==> config.mk <==
export PLATFORM = sky130hd
export DESIGN_NAME = board_click_decoder_flat
export DESIGN_NICKNAME = d
export VERILOG_FILES = /design/src/rtl/board_click_decoder_if.sv /design/src/rtl/board_click_decoder.sv /design/src/flat_wrapper.sv
export SDC_FILE = /design/constraint.sdc
export NUM_CORES = 1
export LEC_CHECK = 0
export ABC_CLOCK_PERIOD_IN_PS = 3150
export BUFFER_PORTS_ARGS = -buffer_cell sky130_fd_sc_hd__clkbuf_2
export CAP_MARGIN = 20
export CORE_AREA = 2 2 192 194
export CTS_BUF_LIST = sky130_fd_sc_hd__clkbuf_8
export DETAILED_ROUTE_END_ITERATION = 16
export DIE_AREA = 0 0 194 196
export PLACE_DENSITY = 0.57
export SETUP_SLACK_MARGIN = 0.02
export SLEW_MARGIN = 20
export SYNTH_ARGS = -nofsm -noshare
export SYNTH_HDL_FRONTEND = slang
export SYNTH_SLANG_ARGS = --single-unit
==> constraint.sdc <==
create_clock -name clk -period 3.15 [get_ports clk]
set_clock_uncertainty 0.15 [all_clocks]
set_input_delay 0 -clock clk [delete_from_list [all_inputs] [get_ports clk]]
set_output_delay 0 -clock clk [all_outputs]
set_load 0.02 [all_outputs]
==> src/rtl/board_click_decoder_if.sv <==
// Bus bundle for the minesweeper click decoder: pointer/button inputs,
// board geometry, mine maps, and the decoded field command outputs.
interface board_click_decoder_if;
    localparam int unsigned PosW   = 12;
    localparam int unsigned BoardW = 11;
    localparam int unsigned SizeW  = 7;
    localparam int unsigned IdxW   = 5;

    // game and pointer state
    logic [1:0]              level;
    logic [PosW-1:0]         mouse_xpos;
    logic [PosW-1:0]         mouse_ypos;
    logic                    left;
    logic                    right;
    logic                    game_over;

    // board geometry
    logic [BoardW-1:0]       board_xpos;
    logic [BoardW-1:0]       board_ypos;
    logic [SizeW-1:0]        button_size;
    logic [IdxW-1:0]         button_num;

    // mine maps indexed [ind_y][ind_x]
    logic [7:0][7:0]         mine_arr_easy;
    logic [9:0][9:0]         mine_arr_medium;
    logic [15:0][15:0]       mine_arr_hard;

    // decoded command
    logic [IdxW-1:0]         symbol_ind_x;
    logic [IdxW-1:0]         symbol_ind_y;
    logic                    mark_flag;
    logic                    defuse;
    logic                    explode;
    logic                    busy;

    modport slave (
        input  level, mouse_xpos, mouse_ypos, left, right, game_over,
        input  board_xpos, board_ypos, button_size, button_num,
        input  mine_arr_easy, mine_arr_medium, mine_arr_hard,
        output symbol_ind_x, symbol_ind_y, mark_flag, defuse, explode, busy
    );

    modport master (
        output level, mouse_xpos, mouse_ypos, left, right, game_over,
        output board_xpos, board_ypos, button_size, button_num,
        output mine_arr_easy, mine_arr_medium, mine_arr_hard,
        input  symbol_ind_x, symbol_ind_y, mark_flag, defuse, explode, busy
    );
endinterface

==> src/rtl/board_click_decoder.sv <==
// Minesweeper click decoder: converts a mouse button press at a pixel
// position into a field index by repeated subtraction, then issues a
// single-cycle mark_flag / defuse / explode command for that field.
module board_click_decoder (
    input  logic                 clk,
    input  logic                 rst,
    board_click_decoder_if.slave bus
);
    localparam int unsigned PosW = 12;
    localparam int unsigned IdxW = 5;

    typedef enum logic [1:0] {
        IDLE         = 2'd0,
        CALC         = 2'd1,
        ISSUE        = 2'd2,
        WAIT_RELEASE = 2'd3
    } state_e;

    state_e            state_q, state_d;

    logic              left_q, right_q;
    logic [PosW-1:0]   x_rem_q, x_rem_d;
    logic [PosW-1:0]   y_rem_q, y_rem_d;
    logic [IdxW-1:0]   idx_x_q, idx_x_d;
    logic [IdxW-1:0]   idx_y_q, idx_y_d;
    logic              x_done_q, x_done_d;
    logic              y_done_q, y_done_d;
    logic              is_right_q, is_right_d;

    logic [IdxW-1:0]   sym_x_q, sym_x_d;
    logic [IdxW-1:0]   sym_y_q, sym_y_d;
    logic              mark_q, mark_d;
    logic              defuse_q, defuse_d;
    logic              explode_q, explode_d;
    logic              busy_q, busy_d;

    logic              left_press_c;
    logic              right_press_c;
    logic              click_ok_c;
    logic              mine_hit_c;
    logic              abort_c;
    logic [PosW-1:0]   size_c;
    logic [PosW-1:0]   bx_c;
    logic [PosW-1:0]   by_c;

    // Operand widening and click qualification
    assign size_c        = PosW'(bus.button_size);
    assign bx_c          = PosW'(bus.board_xpos);
    assign by_c          = PosW'(bus.board_ypos);
    assign left_press_c  = bus.left  & ~left_q;
    assign right_press_c = bus.right & ~right_q;
    assign click_ok_c    = (bus.level != 2'd0) && !bus.game_over &&
                           (bus.mouse_xpos >= bx_c) && (bus.mouse_ypos >= by_c);

    // Mine lookup in the level-selected map at the current field index
    always_comb begin
        mine_hit_c = 1'b0;
        case (bus.level)
            2'd1: begin
                if ((idx_x_q < IdxW'(8)) && (idx_y_q < IdxW'(8)))
                    mine_hit_c = bus.mine_arr_easy[idx_y_q[2:0]][idx_x_q[2:0]];
            end
            2'd2: begin
                if ((idx_x_q < IdxW'(10)) && (idx_y_q < IdxW'(10)))
                    mine_hit_c = bus.mine_arr_medium[idx_y_q[3:0]][idx_x_q[3:0]];
            end
            2'd3: begin
                if ((idx_x_q < IdxW'(16)) && (idx_y_q < IdxW'(16)))
                    mine_hit_c = bus.mine_arr_hard[idx_y_q[3:0]][idx_x_q[3:0]];
            end
            default: mine_hit_c = 1'b0;
        endcase
    end

    // Next-state and registered-output logic
    always_comb begin
        state_d    = state_q;
        x_rem_d    = x_rem_q;
        y_rem_d    = y_rem_q;
        idx_x_d    = idx_x_q;
        idx_y_d    = idx_y_q;
        x_done_d   = x_done_q;
        y_done_d   = y_done_q;
        is_right_d = is_right_q;
        sym_x_d    = sym_x_q;
        sym_y_d    = sym_y_q;
        mark_d     = 1'b0;
        defuse_d   = 1'b0;
        explode_d  = 1'b0;
        abort_c    = 1'b0;

        case (state_q)
            IDLE: begin
                if (left_press_c || right_press_c) begin
                    if (click_ok_c) begin
                        // a simultaneous left+right press counts as left
                        x_rem_d    = bus.mouse_xpos - bx_c;
                        y_rem_d    = bus.mouse_ypos - by_c;
                        idx_x_d    = '0;
                        idx_y_d    = '0;
                        x_done_d   = 1'b0;
                        y_done_d   = 1'b0;
                        is_right_d = !left_press_c;
                        state_d    = CALC;
                    end else begin
                        state_d    = WAIT_RELEASE;
                    end
                end
            end

            CALC: begin
                // compare before subtract so the remainder never wraps
                if (!x_done_q) begin
                    if (x_rem_q >= size_c) begin
                        if ((idx_x_q + IdxW'(1)) == bus.button_num) begin
                            abort_c = 1'b1;
                        end else begin
                            x_rem_d = x_rem_q - size_c;
                            idx_x_d = idx_x_q + IdxW'(1);
                        end
                    end else begin
                        x_done_d = 1'b1;
                    end
                end
                if (!y_done_q) begin
                    if (y_rem_q >= size_c) begin
                        if ((idx_y_q + IdxW'(1)) == bus.button_num) begin
                            abort_c = 1'b1;
                        end else begin
                            y_rem_d = y_rem_q - size_c;
                            idx_y_d = idx_y_q + IdxW'(1);
                        end
                    end else begin
                        y_done_d = 1'b1;
                    end
                end

                if (abort_c) begin
                    // click lies right of or below the board
                    state_d = WAIT_RELEASE;
                end else if (x_done_d && y_done_d) begin
                    // indices are final; load them so the pulse lines up with ISSUE
                    state_d = ISSUE;
                    sym_x_d = idx_x_q;
                    sym_y_d = idx_y_q;
                    if (is_right_q)
                        mark_d = 1'b1;
                    else if (mine_hit_c)
                        explode_d = 1'b1;
                    else
                        defuse_d = 1'b1;
                end
            end

            ISSUE: begin
                state_d = WAIT_RELEASE;
            end

            WAIT_RELEASE: begin
                if (!bus.left && !bus.right)
                    state_d = IDLE;
            end

            default: state_d = WAIT_RELEASE;
        endcase

        busy_d = (state_d != IDLE);
    end

    // State and datapath registers; reset parks in WAIT_RELEASE
    always_ff @(posedge clk or negedge rst) begin
        if (!rst) begin
            state_q    <= WAIT_RELEASE;
            left_q     <= 1'b0;
            right_q    <= 1'b0;
            x_rem_q    <= '0;
            y_rem_q    <= '0;
            idx_x_q    <= '0;
            idx_y_q    <= '0;
            x_done_q   <= 1'b0;
            y_done_q   <= 1'b0;
            is_right_q <= 1'b0;
            sym_x_q    <= '0;
            sym_y_q    <= '0;
            mark_q     <= 1'b0;
            defuse_q   <= 1'b0;
            explode_q  <= 1'b0;
            busy_q     <= 1'b1;
        end else begin
            state_q    <= state_d;
            left_q     <= bus.left;
            right_q    <= bus.right;
            x_rem_q    <= x_rem_d;
            y_rem_q    <= y_rem_d;
            idx_x_q    <= idx_x_d;
            idx_y_q    <= idx_y_d;
            x_done_q   <= x_done_d;
            y_done_q   <= y_done_d;
            is_right_q <= is_right_d;
            sym_x_q    <= sym_x_d;
            sym_y_q    <= sym_y_d;
            mark_q     <= mark_d;
            defuse_q   <= defuse_d;
            explode_q  <= explode_d;
            busy_q     <= busy_d;
        end
    end

    // Output drive
    assign bus.symbol_ind_x = sym_x_q;
    assign bus.symbol_ind_y = sym_y_q;
    assign bus.mark_flag    = mark_q;
    assign bus.defuse       = defuse_q;
    assign bus.explode      = explode_q;
    assign bus.busy         = busy_q;
endmodule

==> src/flat_wrapper.sv <==
// flat-port wrapper written by rule: the top's interface ports become plain ports
module board_click_decoder_flat 
  (clk, rst, bus_level, bus_mouse_xpos, bus_mouse_ypos, bus_left, bus_right, bus_game_over, bus_board_xpos, bus_board_ypos, bus_button_size, bus_button_num, bus_mine_arr_easy, bus_mine_arr_medium, bus_mine_arr_hard, bus_symbol_ind_x, bus_symbol_ind_y, bus_mark_flag, bus_defuse, bus_explode, bus_busy);
  board_click_decoder_if bus_i ();
  input  logic clk;
  input  logic rst;
  input wire logic [$bits(bus_i.level)-1:0] bus_level;
  input wire logic [$bits(bus_i.mouse_xpos)-1:0] bus_mouse_xpos;
  input wire logic [$bits(bus_i.mouse_ypos)-1:0] bus_mouse_ypos;
  input wire logic [$bits(bus_i.left)-1:0] bus_left;
  input wire logic [$bits(bus_i.right)-1:0] bus_right;
  input wire logic [$bits(bus_i.game_over)-1:0] bus_game_over;
  input wire logic [$bits(bus_i.board_xpos)-1:0] bus_board_xpos;
  input wire logic [$bits(bus_i.board_ypos)-1:0] bus_board_ypos;
  input wire logic [$bits(bus_i.button_size)-1:0] bus_button_size;
  input wire logic [$bits(bus_i.button_num)-1:0] bus_button_num;
  input wire logic [$bits(bus_i.mine_arr_easy)-1:0] bus_mine_arr_easy;
  input wire logic [$bits(bus_i.mine_arr_medium)-1:0] bus_mine_arr_medium;
  input wire logic [$bits(bus_i.mine_arr_hard)-1:0] bus_mine_arr_hard;
  output wire logic [$bits(bus_i.symbol_ind_x)-1:0] bus_symbol_ind_x;
  output wire logic [$bits(bus_i.symbol_ind_y)-1:0] bus_symbol_ind_y;
  output wire logic [$bits(bus_i.mark_flag)-1:0] bus_mark_flag;
  output wire logic [$bits(bus_i.defuse)-1:0] bus_defuse;
  output wire logic [$bits(bus_i.explode)-1:0] bus_explode;
  output wire logic [$bits(bus_i.busy)-1:0] bus_busy;
  assign bus_i.level = bus_level;
  assign bus_i.mouse_xpos = bus_mouse_xpos;
  assign bus_i.mouse_ypos = bus_mouse_ypos;
  assign bus_i.left = bus_left;
  assign bus_i.right = bus_right;
  assign bus_i.game_over = bus_game_over;
  assign bus_i.board_xpos = bus_board_xpos;
  assign bus_i.board_ypos = bus_board_ypos;
  assign bus_i.button_size = bus_button_size;
  assign bus_i.button_num = bus_button_num;
  assign bus_i.mine_arr_easy = bus_mine_arr_easy;
  assign bus_i.mine_arr_medium = bus_mine_arr_medium;
  assign bus_i.mine_arr_hard = bus_mine_arr_hard;
  assign bus_symbol_ind_x = bus_i.symbol_ind_x;
  assign bus_symbol_ind_y = bus_i.symbol_ind_y;
  assign bus_mark_flag = bus_i.mark_flag;
  assign bus_defuse = bus_i.defuse;
  assign bus_explode = bus_i.explode;
  assign bus_busy = bus_i.busy;
  board_click_decoder u_core (.clk(clk), .rst(rst), .bus(bus_i));
endmodule
After elaboration in Yosys (flattened, before gate mapping)
Index checks and enable logic that the tools add are counted. W data, S select, Z words.

Reductions and logical operators: 22. Muxes and demuxes: 75. Add/subtract/negate cells: 6. Eq/ne operators: 16. Magnitude comparators: 14. Bitwise gates (word level): 5.

Operators by type and width (count): $mux W12 (10); $bmux W16 S4 (1); $pmux W12 S2 (2); $bmux W10 S4 (1); $mux W5 (8); $mux W1 (35); $bmux W8 S3 (1); $ge A12 B11 Y1 (2); $ge A12 B7 Y1 (2); $sub A12 B11 Y12 (2); $sub A12 B7 Y12 (2); $lt A5 B4 Y1 const B (4); $pmux W5 S2 (2); $mux W16 (1); $reduce_and A6 Y1 (2); $add A5 B1 Y5 const B (2); $eq A5 B5 Y1 (2); $lt A4 B5 Y1 const B (2); $lt A5 B5 Y1 const B (2); $mux W10 (1); $mux W2 (5); $reduce_and A3 Y1 (3); $bmux W1 S4 (2); $eq A2 B2 Y1 const B (4); other kinds (16) (40).

Register bits: 55. Output and inout port bits: 14. Bits of input ports: 485. Word-level logic and storage cells: 154.

Depth between registers and ports, before layout
Gate-level depths: netlist of run 1.

Word-level depth: 12. Mapped depth: 12. Gate-level depth less buffers: 11.

Worst setup path after synthesis of run 1
OpenSTA, ideal clock, no wires.

Path type: reg2reg. Start point: register u_core.y_rem_q[0]. End point: register u_core.y_rem_q[7]. Path buffers: 1. Required time: 2876 ps. Cell stages (with the launch flop): 12. Data arrival time: 2517 ps. Library setup time: 124 ps. Setup slack: 359 ps. Period minus slack after synthesis: 2791 ps. Path through: dfrtp_1 inv_1 ha_1 fa_1 nor2b_1 o21ai_0 a311oi_1 o21ai_2 nor3_2 a21oi_4 buf_4 a211o_1.

Word-level cells in the longest chain between the ends: 5. Elaborated cells on any way between the ends: 8. Classes of those cells: add/sub (1); order compare (1); eq/ne (1); mux (4); reduce/logical (1).

RTL lines: from (decl) (line board_click_decoder.sv:23) `logic [PosW-1:0] y_rem_q, y_rem_d;`; from (signal assigned) (line board_click_decoder.sv:194) `y_rem_q <= y_rem_d;`; $sub A12 B7 Y12 (line board_click_decoder.sv:130) `y_rem_d = y_rem_q - size_c;`; $mux W12 (line board_click_decoder.sv:127) `if ((idx_y_q + IdxW'(1)) == bus.button_num) begin`; $mux W12 (line board_click_decoder.sv:126) `if (y_rem_q >= size_c) begin`; $mux W12 (line board_click_decoder.sv:125) `if (!y_done_q) begin`; $pmux W12 S2 (line board_click_decoder.sv:92) `case (state_q)`.

Parallel ways exist; a longest one is shown, timed or not. The select of a mux whose other input is x is not followed. A chain may end at the register's enable or synchronous reset.

Worst setup path in the final report of run 1
Start point: register u_core.idx_y_q[0]. End point: register u_core.explode_q (netlist: u_core.bus.explode).

Word-level cells in the longest chain between the ends: 11. Elaborated cells on any way between the ends: 33. Classes of those cells: add/sub (1); order compare (3); eq/ne (1); mux (25); reduce/logical (3).

RTL lines: from (decl) (line board_click_decoder.sv:25) `logic [IdxW-1:0] idx_y_q, idx_y_d;`; from (signal assigned) (line board_click_decoder.sv:196) `idx_y_q <= idx_y_d;`; $bmux W16 S4 (tied with other cells) (line board_click_decoder.sv:69) `mine_hit_c = bus.mine_arr_hard[idx_y_q[3:0]][idx_x_q[3:0]];`; $mux W16 (not written as such) (tied with other cells) (line board_click_decoder.sv:69); $bmux W1 S4 (tied with other cells) (line board_click_decoder.sv:69); $mux W1 (on tied branches) (line board_click_decoder.sv:69, board_click_decoder.sv:61, board_click_decoder.sv:65); $mux W1 (on tied branches) (line board_click_decoder.sv:68, board_click_decoder.sv:60, board_click_decoder.sv:64); $pmux W1 S3 (line board_click_decoder.sv:58) `case (bus.level)`; $mux W1 (line board_click_decoder.sv:148) `else if (mine_hit_c)`; $mux W1 (line board_click_decoder.sv:146) `if (is_right_q)`; $mux W1 (line board_click_decoder.sv:141) `end else if (x_done_d && y_done_d) begin`; $mux W1 (*) (line board_click_decoder.sv:138) `if (abort_c) begin`; $mux W1 (*) (line board_click_decoder.sv:92); via u_core.explode_d (line board_click_decoder.sv:34) `logic explode_q, explode_d;`; to (signal assigned) (line board_click_decoder.sv:204) `explode_q <= explode_d;`; to (decl) (line board_click_decoder.sv:34).

Mark *: on every way through the listed nets, which the timed path passes. The rest lies on a longest branch. The select of a mux whose other input is x is not followed.

==> qor.yml, run 1 <==
outcome:
  status: "complete, no violations"
finish:
  multi_input_comb_area_um2: 6420
  syn_to_final_growth_pct: 43.0
  nNetsFinal: 1949
  register_area_um2: 1390
  post_route_cells_drive_above_1_share_pct: 49.9
  layout.cells.non_filler: 1895
  nFillCells: 3845
detailed_routing:
  drc: 0
  dr.pass1.iters: 5
  routedWlPerCell_um: 23.8
  vias: 9715
  wirelength_mm: 45.1
  vias_per_cell: 5.13
  ant_nets: 0
  initialDrtViolationCount: 552
clock_network:
  cts_setup_buffers: 0
  htree_levels: 2
  tritoncts: "built"
  clock-sinks: 55
  cts.path.max_buffers: 2
  clk_latency_ns: 0.33
  cts_root_buf: "clkbuf_8"
  clkTransAtPathRegs_ns: 0.12
  cts-buffers-inserted: 5
die:
  ios: 499
  dieArea_um2: 38000
  rows: 70
  core_area_um2: 36100
  start_util_pct: 23.0
  die_h_um: 196
  die_w_um: 194
power:
  power_frac_seq_pct: 16.6
  vdd_ir_drop_max_mv: 0.267
  p_comb_share_pct: 78.0
  total_power_mw: 7.80
  power.share.clock_pct: 5.4
  internal_power_mw: 4.01
  cellPowerDensity_nw_per_um2: 657
  switching_power_mw: 3.79
  switching_share_pct: 48.6
  p_leak_nw: 5.66
yosys:
  synth_ff_type: "dfrtp_1"
  ys_warn_count: 0
  yosys-top-cells-area: "mux4_2 (21%), dfrtp_1 (16%), mux2i_1 (6.8%)"
  avgSynthCellArea_um2: 9.26
  synth_most_common_cell: "mux4_2"
  yosysTopAreaCell: "mux4_2"
  synth_commonest_cells: "mux4_2 (77), nand2_1 (64), o21ai_0 (57), mux2i_1 (56), inv_1 (55)"
  syn_nets: 1424
  ys_seq_area_share_pct: 16.6
  synth_edf_count: 0
  syn_area_um2: 8300
  synthArstFlopShare_pct: 100
  synthCells: 897
  synth_cell_type_count: 79
  synth-seq-cells: 55
  synth_top_area_share_pct: 20.9
sta:
  slew_headroom_pct: 36.6
  fin_hold_ws_ns: 0.0230
  setup_slack_ns: 0.0718
  drv_slew: 0
  rsz0062_at_grt: "true"
  finalCriticalPeriod_ns: 3.08
  tightest_slew_ns: 0.949
  fmaxAchievable_ghz: 0.325
  setup_viol: 0
  period_share_pct: 97.7
  hold_viol_final: 0
global_routing:
  gr-total-overflow: 0
  grt_max_degree: 45
  grt_first_pass_wirelength_mm: 64.5
  antenna_found_initial: 8
  grt_pass1_vias: 10100
  track_usage_pct: 22.6
critical_path:
  critPathLaunchType: "flop"
  cp.required_ns: 3.24
  cp_max_fo: 16
  reg2reg_slack_ns: 0.07
  cp-end-kind: "flop"
  path_class: "flop to flop"
  worst_ep_arrival_time_ns: 3.16
placed_design:
  pre_cts_slack_ns: -0.0686
  port_buffers: 498
  place.gp.congestion: 0.955
  placed_cells: 1877
  dp_hpwl_mm: 39.2
worst_hold_path:
  hold_class: "input pin to flop"
job:
  drv_cap: 0
## sequential cells by signal (all words and copies together) (netlist names)
signal and count:
u_core.y_rem_q 12, u_core.bus.symbol_ind_x 5, u_core.y_done_q 1, u_core.x_rem_q 12
u_core.bus.defuse 1, u_core.right_q 1, u_core.x_done_q 1, u_core.bus.symbol_ind_y 5
u_core.bus.explode 1, u_core.left_q 1, u_core.is_right_q 1, u_core.idx_y_q 5
u_core.idx_x_q 5, u_core.state_q 2, u_core.bus.busy 1, u_core.bus.mark_flag 1
## power groups by stage
stage                     Sequential, mW  Clock (mW)  Combinational [mW]
after floorplan                     1.22           0                4.03
after global placement              1.29           0                5.92
after detailed placement            1.31           0                5.97
after CTS                           1.30       0.449                6.02
after global routing                1.34       0.468                6.60
final                               1.29       0.422                6.09
## per-layer routing
layer | share of wire, % | vias to the layer above | track usage [%]
li1 | - | 4537 | -
met1 | 40 | 4780 | 27.6
met2 | 53 | 351 | 42.6
met3 | 5.3 | 43 | 3.59
met4 | 1.6 | 4 | 3.14
met5 | 0.051 | - | 0
## worst max-delay path: stages (launching register included)
cell	delay (ns)
dfrtp_4	0.59
buf_12	0.21
buf_4	0.22
mux4_2	0.52
a22oi_1	0.25
a21oi_1	0.11
o2111a_1	0.24
o2111ai_1	0.26
o211ai_1	0.20
and3b_1	0.22
## layout by cell type, fill, tap and decap left out, types with 5 or more instances in the layout
cell / instances
buf_12: 6
o221ai_1: 7
nor2b_1: 21
mux4_2: 77
nor2_1: 44
mux2i_1: 56
a211oi_1: 7
nand2b_1: 18
mux2_2: 25
xnor2_1: 18
nand4_1: 12
o22ai_1: 5
o21ai_0: 57
inv_1: 56
o31ai_1: 7
xor2_1: 9
and2_1: 9
o21a_1: 7
buf_4: 68
a22o_1: 7
nor3_1: 25
clkbuf_8: 5
a21oi_1: 47
clkbuf_2: 498
a22oi_1: 21
nor3b_1: 5
o32a_1: 6
a221oi_1: 5
ha_1: 38
a21o_1: 7
o211ai_1: 6
nand3_1: 12
nand2_1: 64
a31oi_1: 10
and3_1: 8
dfrtp_1: 49
or3_1: 7
## final cells by class
cell class                      count  share of cell area [%]
Multi-Input combinational cell    728                    54.1
Timing Repair Buffer              577                    26.7
Sequential cell                    55                    11.7
Tap cell                          468                    4.93
Inverter                           55                    1.74
Clock buffer                        5                   0.580
Clock inverter                      3                   0.169
Antenna cell                        4                  0.0843
## metrics by stage
step,utilization (%),TNS [ns],instance area [um^2]
after global routing,32.9,-0.0255,11900
after global placement,32.3,-0.386,11700
after CTS,32.7,0,11800
after floorplan,-,0,8300
after detailed placement,32.3,-0.229,11700
final,32.9,0,11900
## path summary, 6_finish.rpt
kind / from / depth (start not counted) / to
min in group asynchronous: rst / 2 / u_core.y_rem_q[11]$_DFFE_PN0P_
max in group asynchronous: rst / 3 / u_core.state_q[1]$_DFF_PN1_
setup reg to reg: u_core.idx_y_q[0]$_DFFE_PN0P_ / 9 / u_core.bus.explode$_DFF_PN0_
hold / removal: bus_mouse_xpos[11] / 4 / u_core.x_rem_q[11]$_DFFE_PN0P_
hold reg to reg: u_core.y_rem_q[5]$_DFFE_PN0P_ / 2 / u_core.y_rem_q[5]$_DFFE_PN0P_
setup / recovery: u_core.idx_y_q[0]$_DFFE_PN0P_ / 9 / u_core.bus.explode$_DFF_PN0_
## timing repair
action                     CTS  global route
gates cloned                 0             2
gates resized for setup      2             9
hold buffers                 4             0
setup endpoints to repair    8            24
hold endpoints to repair    25             0
## cell families (layout without fill, tap and decap cells)
group,after synthesis,count (layout),share of synthesized area (%)
flops,55,55,16.6
simple gates,250,250,15.5
xor+xnor,27,27,2.85
mux,159,159,31.2
fa+ha+maj,42,42,6.69
other cells,0,4,0
compound gates,248,250,20.3
buf+inv,116,640,6.93
(Power assumes the default switching activity.)
==> run 2: changes to the inputs <==
--- a/config.mk
+++ b/config.mk
@@ -5,6 +5,7 @@
 export SDC_FILE = /design/constraint.sdc
 export NUM_CORES = 1
 export LEC_CHECK = 0
+export ABC_AREA = 1
 export ABC_CLOCK_PERIOD_IN_PS = 3150
 export BUFFER_PORTS_ARGS = -buffer_cell sky130_fd_sc_hd__clkbuf_2
 export CAP_MARGIN = 20
@@ -12,7 +13,7 @@
 export CTS_BUF_LIST = sky130_fd_sc_hd__clkbuf_8
 export DETAILED_ROUTE_END_ITERATION = 16
 export DIE_AREA = 0 0 194 196
-export PLACE_DENSITY = 0.57
+export PLACE_DENSITY = 0.59
 export SETUP_SLACK_MARGIN = 0.02
 export SLEW_MARGIN = 20
 export SYNTH_ARGS = -nofsm -noshare
==> constraint.sdc (replaced) <==
create_clock -name clk -period 3.15 [get_ports clk]
set_clock_uncertainty 0.15 [all_clocks]
set_input_delay 0 -clock clk [delete_from_list [all_inputs] [get_ports clk]]
set_output_delay 0 -clock clk [all_outputs]
set_load 0.05 [all_outputs]
==> run 2 against run 1 <==
  * The flow now finishes with violations (negative hold slack)
  * Highest routed layer unchanged
  * Global-route usage fell by 0.37 points
  * Critical path type unchanged
  * Sequential power about the same
  * Final cell count increased by 35%
  * Fmax up 7.1%
  * Die area is the same
  * Count of clock-buffer cells in the layout did not move
==> qor.yml, run 2 <==
worst_hold_path:
  hold_path_end: "u_core.y_rem_q[11]$_DFFE_PN0P_"
  hold_class: "input pin to flop"
  min-delay-start: "bus_mouse_ypos[11]"
  hold_path_depth: 5
die:
  rows: 70
  die_w_um: 194
  die_h_um: 196
  dieArea_um2: 38000
  ios: 499
  core_area_um2: 36100
  start_util_pct: 24.7
yosys:
  synthArstFlopShare_pct: 100
  synth-simple-area-share_pct: 48.3
  synth_ff_type: "dfrtp_1"
  synth_compound_area_share_pct: 16.9
  yosysTopAreaCell: "nand2_1"
  yosys-top-cells-area: "nand2_1 (27%), dfrtp_1 (15%), nand3_1 (12%)"
  synthCells: 1639
  synth-seq-cells: 55
  ys_warn_count: 0
  ys_seq_area_share_pct: 15.5
  synth.area.mux_share_pct: 0
  synth_top_family_by_area: "simple AND/OR/NAND/NOR gates"
  syn_area_um2: 8900
  synth_most_common_cell: "nand2_1"
  synth_top_area_share_pct: 27.0
  avgSynthCellArea_um2: 5.43
  synth_edf_count: 0
  synth_commonest_cells: "nand2_1 (640), nand3_1 (221), nor2_1 (139), inv_1 (104), o21ai_0 (99)"
  syn_nets: 2166
  synthAdderAreaFrac_pct: 6.24
  synth_xor_area_share_pct: 2.56
  synth_cell_type_count: 50
power:
  total_power_mw: 8.48
  vdd_ir_drop_max_mv: 0.273
  cellPowerDensity_nw_per_um2: 708
  p_leak_nw: 6.66
global_routing:
  antenna_found_initial: 12
  grt_first_pass_wirelength_mm: 66.5
  grt_max_degree: 114
  grt_pass1_vias: 11900
  track_usage_pct: 22.3
  gr-total-overflow: 0
critical_path:
  cp_num_buf_inv: 2
  critPathLaunchType: "flop"
  max_stage_delay_ns: 0.39
  reg2reg_slack_ns: 0.28
  ff2ff_path_depth: 14
  cp-end-kind: "flop"
  cp_max_fo: 30
  r2r-end: "u_core.y_rem_q[9]$_DFFE_PN0P_"
  r2r-start: "u_core.y_rem_q[0]$_DFFE_PN0P_"
  crit_chain: "inv_1, ha_1, fa_1, or2_1, o21ai_2, nand2_1, o211ai_1, o21bai_1, nand2_1, nand2_1, nor2_4, buf_4, o21ai_0, o21ai_1"
  worst_ep_arrival_time_ns: 2.98
  worst_path_most_repeated_cell: "nand2_1"
  slowest_stage: "fa_1"
  cpLargestDelayFamily: "compound AO/OA/AOI/OAI gates"
  path_class: "flop to flop"
  cp.required_ns: 3.25
sta:
  drv_slew: 0
  final.setup.tns_ns: 0
  rsz0062_at_grt: "false"
  tightest_slew_ns: 0.673
  fmaxAchievable_ghz: 0.348
  fin_hold_ws_ns: -0.000647
  setup_slack_ns: 0.276
  setup_viol: 0
  hold_viol_final: 1
  slew_headroom_pct: 55.1
  finalCriticalPeriod_ns: 2.87
  period_share_pct: 91.2
placed_design:
  port_buffers: 498
  placed_cells: 2539
  dp_hpwl_mm: 36.4
  pre_cts_slack_ns: 0.323
  place.gp.congestion: 0.930
clock_network:
  cts_resized: 0
  tritoncts: "built"
  clkTransAtPathRegs_ns: 0.11
  cts_root_buf: "clkbuf_8"
  clock-sinks: 55
  cts_setup_buffers: 0
  holdBufCountCts: 7
  cts-buffers-inserted: 5
  cts.path.max_buffers: 2
  htree_levels: 2
  clk_latency_ns: 0.32
finish:
  fin_util_pct: 33.2
  layout.cells.non_filler: 2565
  syn_to_final_growth_pct: 34.6
  final_cell_mix: "nand2_1 (640), clkbuf_2 (498), nand3_1 (221), nor2_1 (138), inv_1 (103)"
  nNetsFinal: 2612
  reg.largest.list: "u_core.x_rem_q x12, u_core.y_rem_q x12"
  post_route_cells_drive_above_1_share_pct: 27.7
  final_common_cell: "nand2_1"
outcome:
  status: "finished, violations left"
  violations: "negative hold slack"
detailed_routing:
  ant_nets: 0
  routedWlPerCell_um: 17.5
  dr.pass1.iters: 5
  initialDrtViolationCount: 794
  vias_per_cell: 4.84
  drc: 0
  wirelength_mm: 44.8
  vias: 12400
job:
  drv_cap: 0
-- run 2: changes by cell type after synthesis, sizes merged, moves of 18 or more --
| cell | before | now |
|---|---|---|
| nand2 | 64 | 644 |
| nand3 | 12 | 222 |
| nor2 | 45 | 141 |
| mux4 | 77 | 0 |
| o21ai | 61 | 120 |
| mux2i | 56 | 0 |
| inv | 55 | 109 |
| a21oi | 50 | 91 |
| buf | 43 | 75 |
| mux2 | 26 | 0 |
| nor2b | 22 | 0 |
| a22oi | 21 | 0 |
| nand2b | 18 | 0 |
-- run 2: how the worst max path moves through the flow --
stage                                  startpoint                       endpoint  slack (ns)  cells past startpoint
global placement    u_core.y_rem_q[0]$_DFFE_PN0P_  u_core.y_rem_q[7]$_DFFE_PN0P_        0.38                     15
global route        u_core.y_rem_q[0]$_DFFE_PN0P_  u_core.y_rem_q[9]$_DFFE_PN0P_        0.05                     14
finish              u_core.y_rem_q[0]$_DFFE_PN0P_  u_core.y_rem_q[9]$_DFFE_PN0P_        0.28                     14
CTS                 u_core.y_rem_q[0]$_DFFE_PN0P_  u_core.y_rem_q[9]$_DFFE_PN0P_        0.28                     14
floorplan           u_core.y_rem_q[0]$_DFFE_PN0P_  u_core.y_rem_q[7]$_DFFE_PN0P_        0.72                     15
detailed placement  u_core.y_rem_q[0]$_DFFE_PN0P_  u_core.y_rem_q[9]$_DFFE_PN0P_        0.32                     14
-- run 2: area by class of cell --
type                    count  area (um^2)
diodes                     11         27.5
clock buffers               5         68.8
clock inverters             3         26.3
fillers                  4116        24100
inverters                 111          427
multi-input cells        1376         6600
flip-flops and latches     55         1390
well taps                 468          586
repair buffers            536         2860
-- run 2: report_power, final --
| part | internal, mW | switching [mW] |
|---|---|---|
| Clock | 0.165 | 0.266 |
| Combinational | 2.25 | 4.53 |
| Sequential | 0.993 | 0.276 |
| Total | 3.41 | 5.07 |
-- run 2: kinds of logic after synthesis --
family                     Yosys count
DFF                                 55
and+or+nand+nor                   1041
adders and majority gates           42
xor gates and xnor gates            26
buffers and inverters              208
AOI/OAI and AO/OA                  267
-- run 2: per-layer routing --
| layer | vias up | track usage (%) | share of wire (%) |
|---|---|---|---|
| met5 | - | 0 | 0.027 |
| met4 | 2 | 8.14 | 3.3 |
| met3 | 61 | 2.44 | 5.6 |
| met2 | 427 | 41.9 | 52 |
| met1 | 5676 | 25.8 | 39 |
| li1 | 6241 | - | - |
-- run 2: metrics by stage --
stage / instance area, um^2 / hold slack [ns]
final: 12000 / -0.000647
after global routing: 12000 / 0.0655
after CTS: 12000 / 0.00293
after detailed placement: 11800 / -0.131
after global placement: 11800 / -0.140
after floorplan: 8900 / -0.446
-- run 2: worst reg2reg max path, stage by stage, from the launching register on --
cell and delay, ns:
dfrtp_1 0.33, inv_1 0.05, ha_1 0.20, fa_1 0.39, or2_1 0.27, o21ai_2 0.21, nand2_1 0.08, o211ai_1 0.12
o21bai_1 0.14, nand2_1 0.10, nand2_1 0.09, nor2_4 0.10, buf_4 0.28, o21ai_0 0.17, o21ai_1 0.11
